### src/rtl/irq_ctrl.sv
// irq_ctrl: programmable interrupt controller on the bridge at BASE (PEND/MASK/MODE/ID/EOI).
// Optional: define IRQ_SYNC_EN to pass dev_irq through a 2-flop synchronizer first.
module irq_ctrl #(
    parameter int unsigned NLINE = 6,
    parameter logic [31:0] BASE  = 32'h0000_7F20
) (
    input  logic             clk,
    input  logic             rst_n,
    input  logic [NLINE-1:0] dev_irq,
    input  logic [31:0]      addr,
    input  logic [31:0]      wd,
    input  logic             we,
    input  logic             re,
    output logic [31:0]      rd,
    output logic             hit,
    output logic [5:0]       HWInt
);
    typedef enum logic [1:0] {IDLE, REQ, SERV} state_t;

    state_t           state_q, state_d;
    logic [NLINE-1:0] pend_q, pend_d, mask_q, mask_d, mode_q, mode_d;
    logic [NLINE-1:0] isr_q, isr_d, irq_q, dev_s, req, w1c;
    logic [2:0]       idx_q, idx_d, sel_idx;
    logic [5:0]       hwint_q, hwint_d;
    logic [31:0]      off;
    logic             sel_pend, sel_mask, sel_mode, sel_id, sel_eoi, sel_any, ack;
    logic             unused_wd;

    assign unused_wd = ^wd[31:NLINE];

`ifdef IRQ_SYNC_EN
    logic [NLINE-1:0] sync1_q, sync2_q;
    always_ff @(posedge clk or negedge rst_n) begin
        if (!rst_n) begin
            sync1_q <= '0;
            sync2_q <= '0;
        end else begin
            sync1_q <= dev_irq;
            sync2_q <= sync1_q;
        end
    end
    assign dev_s = sync2_q;
`else
    assign dev_s = dev_irq;
`endif

    always_comb begin
        off      = addr - BASE;
        hit      = (addr >= BASE) && (addr <= BASE + 32'h10);
        sel_pend = hit && (off == 32'h00);
        sel_mask = hit && (off == 32'h04);
        sel_mode = hit && (off == 32'h08);
        sel_id   = hit && (off == 32'h0C);
        sel_eoi  = hit && (off == 32'h10);
        rd       = '0;
        if (sel_pend) rd[NLINE-1:0] = pend_q;
        if (sel_mask) rd[NLINE-1:0] = mask_q;
        if (sel_mode) rd[NLINE-1:0] = mode_q;
        if (sel_id)   rd = {state_q == REQ, 28'b0, idx_q};
    end

    // Lowest enabled pending index wins.
    always_comb begin
        req     = pend_q & mask_q;
        sel_any = 1'b0;
        sel_idx = '0;
        for (int unsigned i = 0; i < NLINE; i++) begin
            if (req[i] && !sel_any) begin
                sel_any = 1'b1;
                sel_idx = 3'(i);
            end
        end
    end

    always_comb begin
        state_d = state_q;
        idx_d   = idx_q;
        isr_d   = isr_q;
        hwint_d = '0;
        ack     = 1'b0;
        case (state_q)
            IDLE: begin
                if (sel_any) begin
                    state_d = REQ;
                    idx_d   = sel_idx;
                    hwint_d = 6'd1 << sel_idx;
                end
            end
            REQ: begin
                // An acknowledge already returned a valid idx, so it beats a same-cycle drop.
                if (re && sel_id) begin
                    ack          = 1'b1;
                    isr_d[idx_q] = 1'b1;
                    state_d      = SERV;
                end else if (!mask_q[idx_q] || !pend_q[idx_q]) begin
                    state_d = IDLE;
                end else begin
                    hwint_d = 6'd1 << idx_q;
                end
            end
            SERV: begin
                if (we && sel_eoi) begin
                    isr_d   = '0;
                    state_d = IDLE;
                end
            end
            default: state_d = IDLE;
        endcase
    end

    always_comb begin
        w1c    = (we && sel_pend) ? wd[NLINE-1:0] : '0;
        mask_d = (we && sel_mask) ? wd[NLINE-1:0] : mask_q;
        mode_d = (we && sel_mode) ? wd[NLINE-1:0] : mode_q;
        pend_d = '0;
        for (int unsigned i = 0; i < NLINE; i++) begin
            // Level lines use next-cycle ISR so they drop at acknowledge and re-pend at EOI.
            if (mode_q[i])
                pend_d[i] = (pend_q[i] & ~w1c[i] & ~(ack && (idx_q == 3'(i))))
                          | (dev_s[i] & ~irq_q[i]);
            else
                pend_d[i] = dev_s[i] & ~isr_d[i];
        end
    end

    always_ff @(posedge clk or negedge rst_n) begin
        if (!rst_n) begin
            state_q <= IDLE;
            pend_q  <= '0;
            mask_q  <= '0;
            mode_q  <= '0;
            isr_q   <= '0;
            irq_q   <= '0;
            idx_q   <= '0;
            hwint_q <= '0;
        end else begin
            state_q <= state_d;
            pend_q  <= pend_d;
            mask_q  <= mask_d;
            mode_q  <= mode_d;
            isr_q   <= isr_d;
            irq_q   <= dev_s;
            idx_q   <= idx_d;
            hwint_q <= hwint_d;
        end
    end

    assign HWInt = hwint_q;
endmodule
### config.mk
export PLATFORM = sky130hd
export DESIGN_NAME = irq_ctrl
export DESIGN_NICKNAME = d
export VERILOG_FILES = /design/src/rtl/irq_ctrl.sv
export SDC_FILE = /design/constraint.sdc
export NUM_CORES = 1
export LEC_CHECK = 0
export BUFFER_PORTS_ARGS = -buffer_cell sky130_fd_sc_hd__buf_2
export CORE_MARGIN = 4
export CORE_UTILIZATION = 35
export CTS_BUF_LIST = sky130_fd_sc_hd__clkbuf_16
export CTS_CLUSTER_SIZE = 28
export DETAILED_ROUTE_END_ITERATION = 10
export GPL_TIMING_DRIVEN = 0
export SETUP_SLACK_MARGIN = 0.2
export SLEW_MARGIN = 5
export SYNTH_ARGS = -nofsm -noshare
export SYNTH_HDL_FRONTEND = slang
export SYNTH_SLANG_ARGS = --single-unit
export TNS_END_PERCENT = 1
### constraint.sdc
create_clock -name clk -period 3.4 [get_ports clk]
set_input_delay 0.34 -clock clk [delete_from_list [all_inputs] [get_ports clk]]
set_output_delay 0.34 -clock clk [all_outputs]
set_load 0.01 [all_outputs]
==> results.yml, run 1 <==
final_layout:
  diodes: 0
  fill_cells: 682
  finish.utilization_pct: 46.4
  area_growth_pct: 26.8
  drive_above_1_share_pct: 34.6
  finalNetCount: 421
  fin_cells: 440
sta:
  setup_viol: 0
  fmax_mhz: 364
  hold_viol: 0
  maxSlewViolCount: 0
  skew_ns: 0.00779
  fin_crit_sh_pct: 80.8
  rsz0062_at_grt: "false"
  tns_ns: 0
  worst_slew_pin_slew_ns: 0.894
  max-slew-margin-rel_pct: 40.4
  finalCriticalPeriod_ns: 2.75
  worst_slack_ns: 0.652
synth:
  async_flop_share_pct: 100
  ys_seq_elements: 41
  ys.flop_type: "dfrtp_1"
  ys_types: 49
  synth_warnings: 0
  synth_common_cells: "dfrtp_1, buf_4, nand2_1"
  yosys-top-cells-area: "dfrtp_1, buf_4, nand3b_1"
  syn-instance-count: 251
  synth_edf_count: 0
  yosysMostFrequentCell: "dfrtp_1"
  synth_top_area_share_pct: 40.6
  syn_area_per_cell_um2: 10.1
  syn_area_mm2: 0.00253
  yosys.area.top_type: "dfrtp_1"
  synth-seq-area-share_pct: 40.6
clock_tree:
  clock_path_buffers: 2
  cts_hold_buf: 0
  clkLatencyLatePin_ns: 0.28
  path_clk_slew_ns: 0.05
  cts_buffers: 5
  cts_tree: "done"
  ctsResizeCount: 0
  htreeDepth: 2
  cts_root_buf: "clkbuf_16"
  cts_setup_buffers: 0
  cts_sinks: 41
hold_path:
  hold_class: "in2async"
placed_design:
  place_inst: 432
  post-place-ws_ns: 0.564
  hpwl_um: 5050
  gp_congestion: 0.908
  port_buffers: 61
worst_setup_path:
  crit_required_ns: 3.06
  path_max_fanout: 10
  worstSetupEndpointType: "primary output"
  worstPathArrival_ns: 2.41
  path_class: "in2out"
  reg2reg_slack_ns: 1.08
  startpoint_type: "input pin"
detailed_routing:
  wirelength_um: 6370
  drc: 0
  drtPass1Iterations: 4
  via_count: 2146
  ant_nets: 0
  wire_per_inst_um: 14.5
  viasPerCell: 4.88
  drtIter0Drc: 100
global_routing:
  antenna_found_initial: 0
  grt_pass1_vias: 2101
  grt_use_total_pct: 15.2
  overflow: 0
  grt_pass1_wl_um: 10300
  grt_max_degree: 42
run:
  cap_violations: 0
floorplan:
  die_h_um: 93.0
  fp.dieArea_mm2: 0.00865
  io_pins: 113
  die_w_um: 93.0
  rows: 30
  initial_core_util_pct: 36.6
  core-area_mm2: 0.00691
status:
  status: "finished, final reports clean"
power_and_ir_drop:
  finalPower_mw: 1.13
  power.leakage_nw: 1.60
  ir_drop_mv: 0.183
  power.density_mw_per_mm2: 353
==> registers in the layout (all words and copies together), names as in the netlist <==
| signal | flops |
|---|---|
| HWInt | 6 |
| idx_q | 3 |
| irq_q | 6 |
| isr_q | 6 |
| mask_q | 6 |
| mode_q | 6 |
| pend_q | 6 |
| state_q | 2 |
==> logic make-up (layout without fill, tap and decap cells) <==
group | after synthesis | after routing | synth area share [%]
AOI/OAI and AO/OA | 48 | 48 | 12.8
xor gates and xnor gates | 1 | 1 | 0.346
adders and majority gates | 4 | 4 | 1.98
buffers and inverters | 44 | 113 | 10.4
DFF | 41 | 41 | 40.6
muxes | 21 | 21 | 11.8
other | 1 | 25 | 0.148
and+or+nand+nor | 91 | 91 | 21.9
==> worst max-delay path, stage by stage <==
cell and delay (ns):
buf_2 0.10, or4_4 0.54, a2111oi_4 0.44, and3_1 0.25
buf_4 0.20, and2b_4 0.21, and4_1 0.19, buf_2 0.14
==> stage by stage <==
step,hold slack (ns),cell area [um2]
global route,0.188,3210
finish,0.177,3210
global placement,0.478,3050
CTS,0.181,3210
floorplan,0.0444,2620
detailed placement,0.480,3050
==> path summary, 6_finish.rpt <==
check | start | endpoint | cells after the start
setup / recovery | addr[1] | rd[31] | 8
hold / removal | rst_n | state_q[1]$_DFFE_PN0P_ | 1
setup reg to reg | state_q[0]$_DFFE_PN0P_ | pend_q[4]$_DFF_PN0_ | 7
hold reg to reg | isr_q[0]$_DFF_PN0_ | isr_q[0]$_DFF_PN0_ | 2
max in group asynchronous | rst_n | isr_q[0]$_DFF_PN0_ | 1
min in group clk | dev_irq[1] | irq_q[1]$_DFF_PN0_ | 1
==> layout by cell type (no fill, tap or decap), drive strengths merged, types with 4 or more instances in the layout <==
cell type  synthesis  layout
clkbuf             2       7
conb               1      25
o311ai             6       6
inv               14      15
a21oi              5       5
nor3               4       4
o22ai              5       5
nand2             24      24
nand3              9       9
mux2i              4       4
o21ai             16      16
dfrtp             41      41
mux4               4       4
a31oi              8       8
nand4              5       5
buf               28      89
mux2              13      13
ha                 4       4
or4                5       5
nor2              10      10
nand3b            14      14
==> report_power, final <==
part           internal (mW)  switching [mW]  total [mW]
Clock                  0.341           0.181       0.522
Sequential             0.495         0.00479       0.500
Combinational         0.0536          0.0562       0.110
Total                  0.890           0.242        1.13
==> per-layer routing <==
metal	track usage (%)	part of all wire, %	routed length, um
met1	19.9	44	2800
met5	0	0	0
met3	3.86	6.0	380
met2	24.2	48	3050
met4	5.98	2.3	145
==> layout make-up <==
type	instances	area, um2	share of cell area [%]
Timing Repair Buffer	61	305	9.52
Clock inverter	3	37.5	1.17
Clock buffer	5	125	3.90
Inverter	14	52.6	1.64
Buffer	30	211	6.59
Sequential cell	41	1030	32.0
Multi-Input combinational cell	190	1330	41.5
Tap cell	96	120	3.74
Power figures use the tool's default switching activity.
==> run 2, diff against run 1 <==
--- a/config.mk
+++ b/config.mk
@@ -5,6 +5,7 @@
 export SDC_FILE = /design/constraint.sdc
 export NUM_CORES = 1
 export LEC_CHECK = 0
+export ABC_AREA = 1
 export BUFFER_PORTS_ARGS = -buffer_cell sky130_fd_sc_hd__buf_2
 export CORE_MARGIN = 4
 export CORE_UTILIZATION = 35
==> constraint.sdc (replaced) <==
create_clock -name clk -period 2.9 [get_ports clk]
set_input_delay 0.29 -clock clk [delete_from_list [all_inputs] [get_ports clk]]
set_output_delay 0.29 -clock clk [all_outputs]
set_load 0.01 [all_outputs]
==> run 2 against run 1 <==
Effect of this change: first-iteration DRC count grew 61%; final cell count grew 43%; sequential share of layout area shrank 4.5 points; worst setup slack lost 0.32 ns; cell area grew 16%; global-route usage grew 0.75 points; sequential cell count is the same; area after synthesis grew 16%; via count grew 35%; die area grew 15%; count of clock-buffer cells in the layout is the same; critical path depth grew 10; critical endpoint is now rd[0]; largest power group is now sequential cells; highest routed layer unchanged.
==> results.yml, run 2 <==
status:
  status: "finished, final reports clean"
worst_setup_path:
  slowest_delay_ns: 0.17
  r2r_cells: 7
  cp_cell_sequence: "buf_2, inv_1, ha_4, nand2_4, nand2_2, clkinv_1, nand2_1, nand2_1, a21oi_2, nand2_2, nor2_4, nand2_4, nor2_4, buf_8, clkinvlp_4, nor2_2, a31oi_1, buf_2"
  critPathLaunch: "addr[6]"
  cp_slowest_cell: "ha_4"
  crit_buf_inv: 6
  crit_required_ns: 2.61
  startpoint_type: "input pin"
  path_class: "in2out"
  cp_num_cells: 18
  worstPathArrival_ns: 2.28
  cpLargestDelayFamily: "simple AND/OR/NAND/NOR gates"
  crit_end: "rd[0]"
  reg2reg_slack_ns: 0.87
  worstSetupEndpointType: "primary output"
  path_max_fanout: 6
  rr_endpoint: "HWInt[4]$_DFF_PN0_"
  r2r-start: "state_q[1]$_DFFE_PN0P_"
synth:
  synth_warnings: 0
  syn-instance-count: 422
  syn_area_mm2: 0.00294
  ys_types: 35
  synth-seq-area-share_pct: 35.0
  syn_area_per_cell_um2: 6.96
  synth_common_cells: "nand2_1, inv_1, nor2_1"
  async_flop_share_pct: 100
  yosys-top-cells-area: "dfrtp_1, nand2_1, nand3_1"
  synth_top_area_share_pct: 35.0
  ys.flop_type: "dfrtp_1"
  yosys.area.top_type: "dfrtp_1"
  ys_seq_elements: 41
  yosysMostFrequentCell: "nand2_1"
  synth_edf_count: 0
power_and_ir_drop:
  switching_share_pct: 25.6
  power.density_mw_per_mm2: 349
  power.leakage_nw: 2.06
  switchingPower_mw: 0.334
  internal_power_mw: 0.969
  clockPowerShare_pct: 42.2
  finalPower_mw: 1.30
  combPwrFrac_pct: 12.8
  sequentialPowerShare_pct: 45.0
  ir_drop_mv: 0.200
clock_tree:
  path_clk_slew_ns: 0.06
  clock_path_buffers: 2
  cts_hold_buf: 0
  cts_buffers: 5
  cts_root_buf: "clkbuf_16"
  clkLatencyLatePin_ns: 0.29
  cts_sinks: 41
  htreeDepth: 2
  cts_tree: "done"
floorplan:
  die_w_um: 99.6
  io_pins: 113
  initial_core_util_pct: 35.9
  core-area_mm2: 0.00818
  rows: 33
  die_h_um: 99.6
  fp.dieArea_mm2: 0.00992
sta:
  worst_slew_pin_slew_ns: 0.928
  worst_slack_ns: 0.327
  fmax_mhz: 389
  fin_crit_sh_pct: 88.7
  skew_ns: 0.00496
  hold_viol: 0
  maxSlewViolCount: 0
  finalCriticalPeriod_ns: 2.57
  tns_ns: 0
  setup_viol: 0
  max-slew-margin-rel_pct: 38.1
  rsz0062_at_grt: "false"
final_layout:
  diodes: 0
  multi_input_area_mm2: 0.00161
  area_growth_pct: 27.3
  finalNetCount: 601
  final_cell_mix: "nand2_1, buf_2, inv_1, nor2_1, nand3_1"
  register_area_mm2: 0.00103
  fill_cells: 859
  final_common_cell: "nand2_1"
  drive_above_1_share_pct: 29.2
global_routing:
  grt_use_total_pct: 16.0
  grt_pass1_wl_um: 12700
  grt_max_degree: 42
  overflow: 0
  grt_pass1_vias: 2665
  antenna_found_initial: 0
detailed_routing:
  drtPass1Iterations: 4
  via_count: 2894
  viasPerCell: 4.60
  ant_nets: 0
  drtIter0Drc: 161
  wire_per_inst_um: 12.5
  drc: 0
  wirelength_um: 7850
placed_design:
  port_buffers: 60
  gp_congestion: 0.875
  post-place-ws_ns: 0.202
  hpwl_um: 6050
run:
  cap_violations: 0
hold_path:
  whs_path_depth: 1
  hold_class: "in2reg"
run 2: changes by cell type in the layout (fill, tap and decap cells not counted), sizes merged, moves of 7 or more:
cell / delta
a21oi: +7
nand4: +8
or2: +9
o21ai: +11
nand3: +36
buf: +11
inv: +40
nand2: +80
nand3b: -11
nor2: +49
mux2: -13
run 2: how the worst min path moves through the flow:
stage / end / slack [ns] / from
after detailed placement: irq_q[4]$_DFF_PN0_ / 0.41 / dev_irq[4]
final: irq_q[3]$_DFF_PN0_ / 0.11 / dev_irq[3]
after global placement: irq_q[3]$_DFF_PN0_ / 0.41 / dev_irq[3]
after global routing: irq_q[3]$_DFF_PN0_ / 0.11 / dev_irq[3]
after floorplan: HWInt[0]$_DFF_PN0_ / -0.006 / rst_n
after CTS: irq_q[3]$_DFF_PN0_ / 0.11 / dev_irq[3]
run 2: power groups by stage:
stage	Sequential (mW)	Combinational, mW	Clock, mW
CTS	0.586	0.162	0.566
global placement	0.596	0.158	0
floorplan	0.595	0.0998	0
finish	0.586	0.167	0.550
detailed placement	0.596	0.161	0
global route	0.586	0.189	0.587
run 2: repair_timing:
| action | 4_1_cts | 5_1_grt |
|---|---|---|
| setup buffers | 0 | 10 |
| endpoints found under the setup margin | 0 | 6 |
| gates resized for setup | 0 | 19 |
run 2: final cells by class:
| class | count | area share, % |
|---|---|---|
| Clock buffer | 5 | 3.35 |
| Tap cell | 105 | 3.52 |
| Multi-Input combinational cell | 317 | 43.1 |
| Sequential cell | 41 | 27.5 |
| Buffer | 31 | 6.20 |
| Timing Repair Buffer | 70 | 10.0 |
| Inverter | 57 | 5.83 |
| Clock inverter | 3 | 0.502 |
run 2: stage by stage:
| step | util (%) | hold slack (ns) | cells | instance area, um2 |
|---|---|---|---|---|
| global placement | 42.3 | 0.412 | 611 | 3460 |
| detailed placement | 42.3 | 0.412 | 611 | 3460 |
| global route | 45.7 | 0.109 | 629 | 3740 |
| floorplan | - | -0.00559 | 446 | 3030 |
| CTS | 44.0 | 0.112 | 619 | 3600 |
| finish | 45.7 | 0.114 | 629 | 3740 |
run 2: routing by layer:
| metal | share of wire, % | GRT usage, % | up-vias | wire length [um] |
|---|---|---|---|---|
| li1 | - | - | 1502 | - |
| met1 | 44 | 21.0 | 1287 | 3440 |
| met2 | 48 | 26.4 | 91 | 3780 |
| met3 | 6.6 | 2.88 | 14 | 521 |
| met4 | 1.4 | 5.46 | 0 | 107 |
| met5 | 0 | 0 | - | 0 |
run 2: cells by family after synthesis:
family                   count (synthesis)  synth area share, %
adder cells (fa/ha/maj)                  4                 1.71
AND/OR/NAND/NOR                        241                 38.7
AO/OA/AOI/OAI                           47                 9.42
buffers and inverters                   88                 15.0
flip-flops                              41                 35.0
other                                    1                0.128
==> run 3, diff against run 2 <==
--- a/config.mk
+++ b/config.mk
@@ -7,6 +7,7 @@
 export LEC_CHECK = 0
 export ABC_AREA = 1
 export BUFFER_PORTS_ARGS = -buffer_cell sky130_fd_sc_hd__buf_2
+export CORE_ASPECT_RATIO = 0.9
 export CORE_MARGIN = 4
 export CORE_UTILIZATION = 35
 export CTS_BUF_LIST = sky130_fd_sc_hd__clkbuf_16
==> run 3 against run 2 <==
Effect of this change: final cell count fell by 1.6%; register-to-register slack about the same; clock power rose by 10%; first-iteration DRC count grew 34%; clock skew grew 0.00088 ns; largest cell class unchanged; largest power group is now the clock network.
==> results.yml, run 3 (synthesis gave the netlist of run 2 again) <==
global_routing:
  grt_use_total_pct: 15.8
  grt_pass1_vias: 2681
  grt_max_degree: 42
  overflow: 0
  antenna_found_initial: 0
  grt_pass1_wl_um: 12600
status:
  status: "finished, final reports clean"
floorplan:
  die_h_um: 94.9
  core-area_mm2: 0.00811
  io_pins: 113
  die_w_um: 105
  rows: 31
  fp.dieArea_mm2: 0.00992
  initial_core_util_pct: 36.2
worst_setup_path:
  cpMostUsedCell: "nand2_1"
  cp_slowest_cell: "ha_2"
  startpoint_type: "input pin"
  r2r_cells: 10
  worstPathArrival_ns: 2.22
  path_max_fanout: 7
  crit_required_ns: 2.61
  path_class: "in2out"
  crit_buf_inv: 6
  cpLargestDelayFamily: "simple AND/OR/NAND/NOR gates"
  rr_endpoint: "state_q[1]$_DFFE_PN0P_"
  slowest_delay_ns: 0.18
  worstSetupEndpointType: "primary output"
  reg2reg_slack_ns: 0.88
  cp_cell_sequence: "buf_2, inv_2, ha_2, nand2_2, nand2_2, clkinv_1, nand2_1, nand2_1, a21oi_1, nand2_1, nor2_4, nand2_4, nor2_4, buf_8, clkinvlp_4, o21ai_0, a21oi_1, buf_2"
  r2r-start: "idx_q[0]$_DFFE_PN0P_"
clock_tree:
  cts_root_buf: "clkbuf_16"
  cts_tree: "done"
  cts_sinks: 41
  clkLatencyLatePin_ns: 0.28
  cts_buffers: 5
  clock_path_buffers: 2
  htreeDepth: 2
  path_clk_slew_ns: 0.06
sta:
  fmax_mhz: 398
  tns_ns: 0
  fin_crit_sh_pct: 86.7
  skew_ns: 0.00585
  rsz0062_at_grt: "false"
  maxSlewViolCount: 0
  worst_slew_pin_slew_ns: 0.874
  max-slew-margin-rel_pct: 41.8
  finalCriticalPeriod_ns: 2.51
  fin_hold_ws_ns: 0.130
  hold_viol: 0
  setup_viol: 0
detailed_routing:
  drtIter0Drc: 216
  drtPass1Iterations: 5
  via_count: 2909
  viasPerCell: 4.70
  wire_per_inst_um: 12.6
  ant_nets: 0
  drc: 0
  wirelength_um: 7830
final_layout:
  final_cell_mix: "nand2_1, buf_2, inv_1, nor2_1, nand3_1"
  register_area_mm2: 0.00103
  finalNetCount: 598
  diodes: 0
  fill_cells: 834
  area_growth_pct: 26.1
  stdcell_area_mm2: 0.00370
  multi_input_area_mm2: 0.00159
  drive_above_1_share_pct: 28.7
  final_common_cell: "nand2_1"
power_and_ir_drop:
  switchingPower_mw: 0.305
  sequentialPowerShare_pct: 43.3
  switching_share_pct: 22.5
  ir_drop_mv: 0.194
  power.leakage_nw: 2.04
  clockPowerShare_pct: 44.7
  internal_power_mw: 1.05
  finalPower_mw: 1.36
  power.density_mw_per_mm2: 366
  combPwrFrac_pct: 12.0
run:
  cap_violations: 0
placed_design:
  dpl_cell_area_mm2: 0.00345
  hpwl_um: 6370
  gp_congestion: 0.909
  port_buffers: 60
hold_path:
  hold_class: "in2async"
[run 3: changes by cell type in the layout (fill, tap and decap cells not counted), sizes merged]
cell      change
bufinv        +1
clkinv        +1
clkinvlp      -2
clkbuf        +1
buf           -4
inv           -1
[run 3: layout make-up]
cell class / count / share of cell area (%)
multi-input combinational: 317 / 42.9
sequential: 41 / 27.7
timing repair buffer: 67 / 9.53
buffer: 31 / 6.32
inverter: 57 / 5.88
clock buffer: 5 / 3.38
tap: 99 / 3.35
clock inverter: 2 / 0.947
[run 3: through the flow]
stage	utilization, %	cells	worst slack [ns]
6_report	45.7	619	0.387
5_1_grt	45.7	619	0.198
2_1_floorplan	-	446	0.745
3_3_place_gp	42.6	605	0.320
4_1_cts	44.5	612	0.251
3_5_place_dp	42.6	605	0.253
[run 3: worst reg2reg max path, stage by stage (launching register included)]
cell	delay, ns
dfrtp_1	0.43
inv_1	0.14
nor2_1	0.27
inv_1	0.13
o22ai_1	0.13
o31ai_1	0.09
a21oi_1	0.34
nand3_2	0.20
nand3_1	0.13
nand2_1	0.06
nand2_1	0.05
[run 3: layer usage]
metal / GRT usage, % / vias to the layer above / wire length [um]
met3: 4.31 / 4 / 538
li1: - / 1499 / -
met5: 0 / - / 0
met2: 27.4 / 88 / 3820
met4: 1.99 / 0 / 31
met1: 20.3 / 1318 / 3440
[run 3: worst max-delay path by stage]
stage                        from     to  slack, ns  depth (start not counted)
after floorplan           addr[5]  rd[2]       0.75                         15
after global placement    addr[5]  rd[0]       0.32                         18
after detailed placement  addr[5]  rd[5]       0.25                         17
after CTS                 addr[5]  rd[5]       0.25                         17
after global routing      addr[5]  rd[2]       0.20                         18
final                     addr[5]  rd[5]       0.39                         18
[run 3: power groups by stage]
stage | sequential [mW] | clock (mW) | combinational, mW
detailed placement | 0.597 | 0 | 0.162
floorplan | 0.595 | 0 | 0.0998
CTS | 0.586 | 0.614 | 0.161
global placement | 0.596 | 0 | 0.158
global route | 0.587 | 0.644 | 0.187
finish | 0.587 | 0.607 | 0.163
[run 3: what timing repair did]
item / CTS / global route
hold buffers: 0 / 0
endpoints found under the setup margin: 0 / 6
buffers inserted: 0 / 7
gates resized for setup: 0 / 15
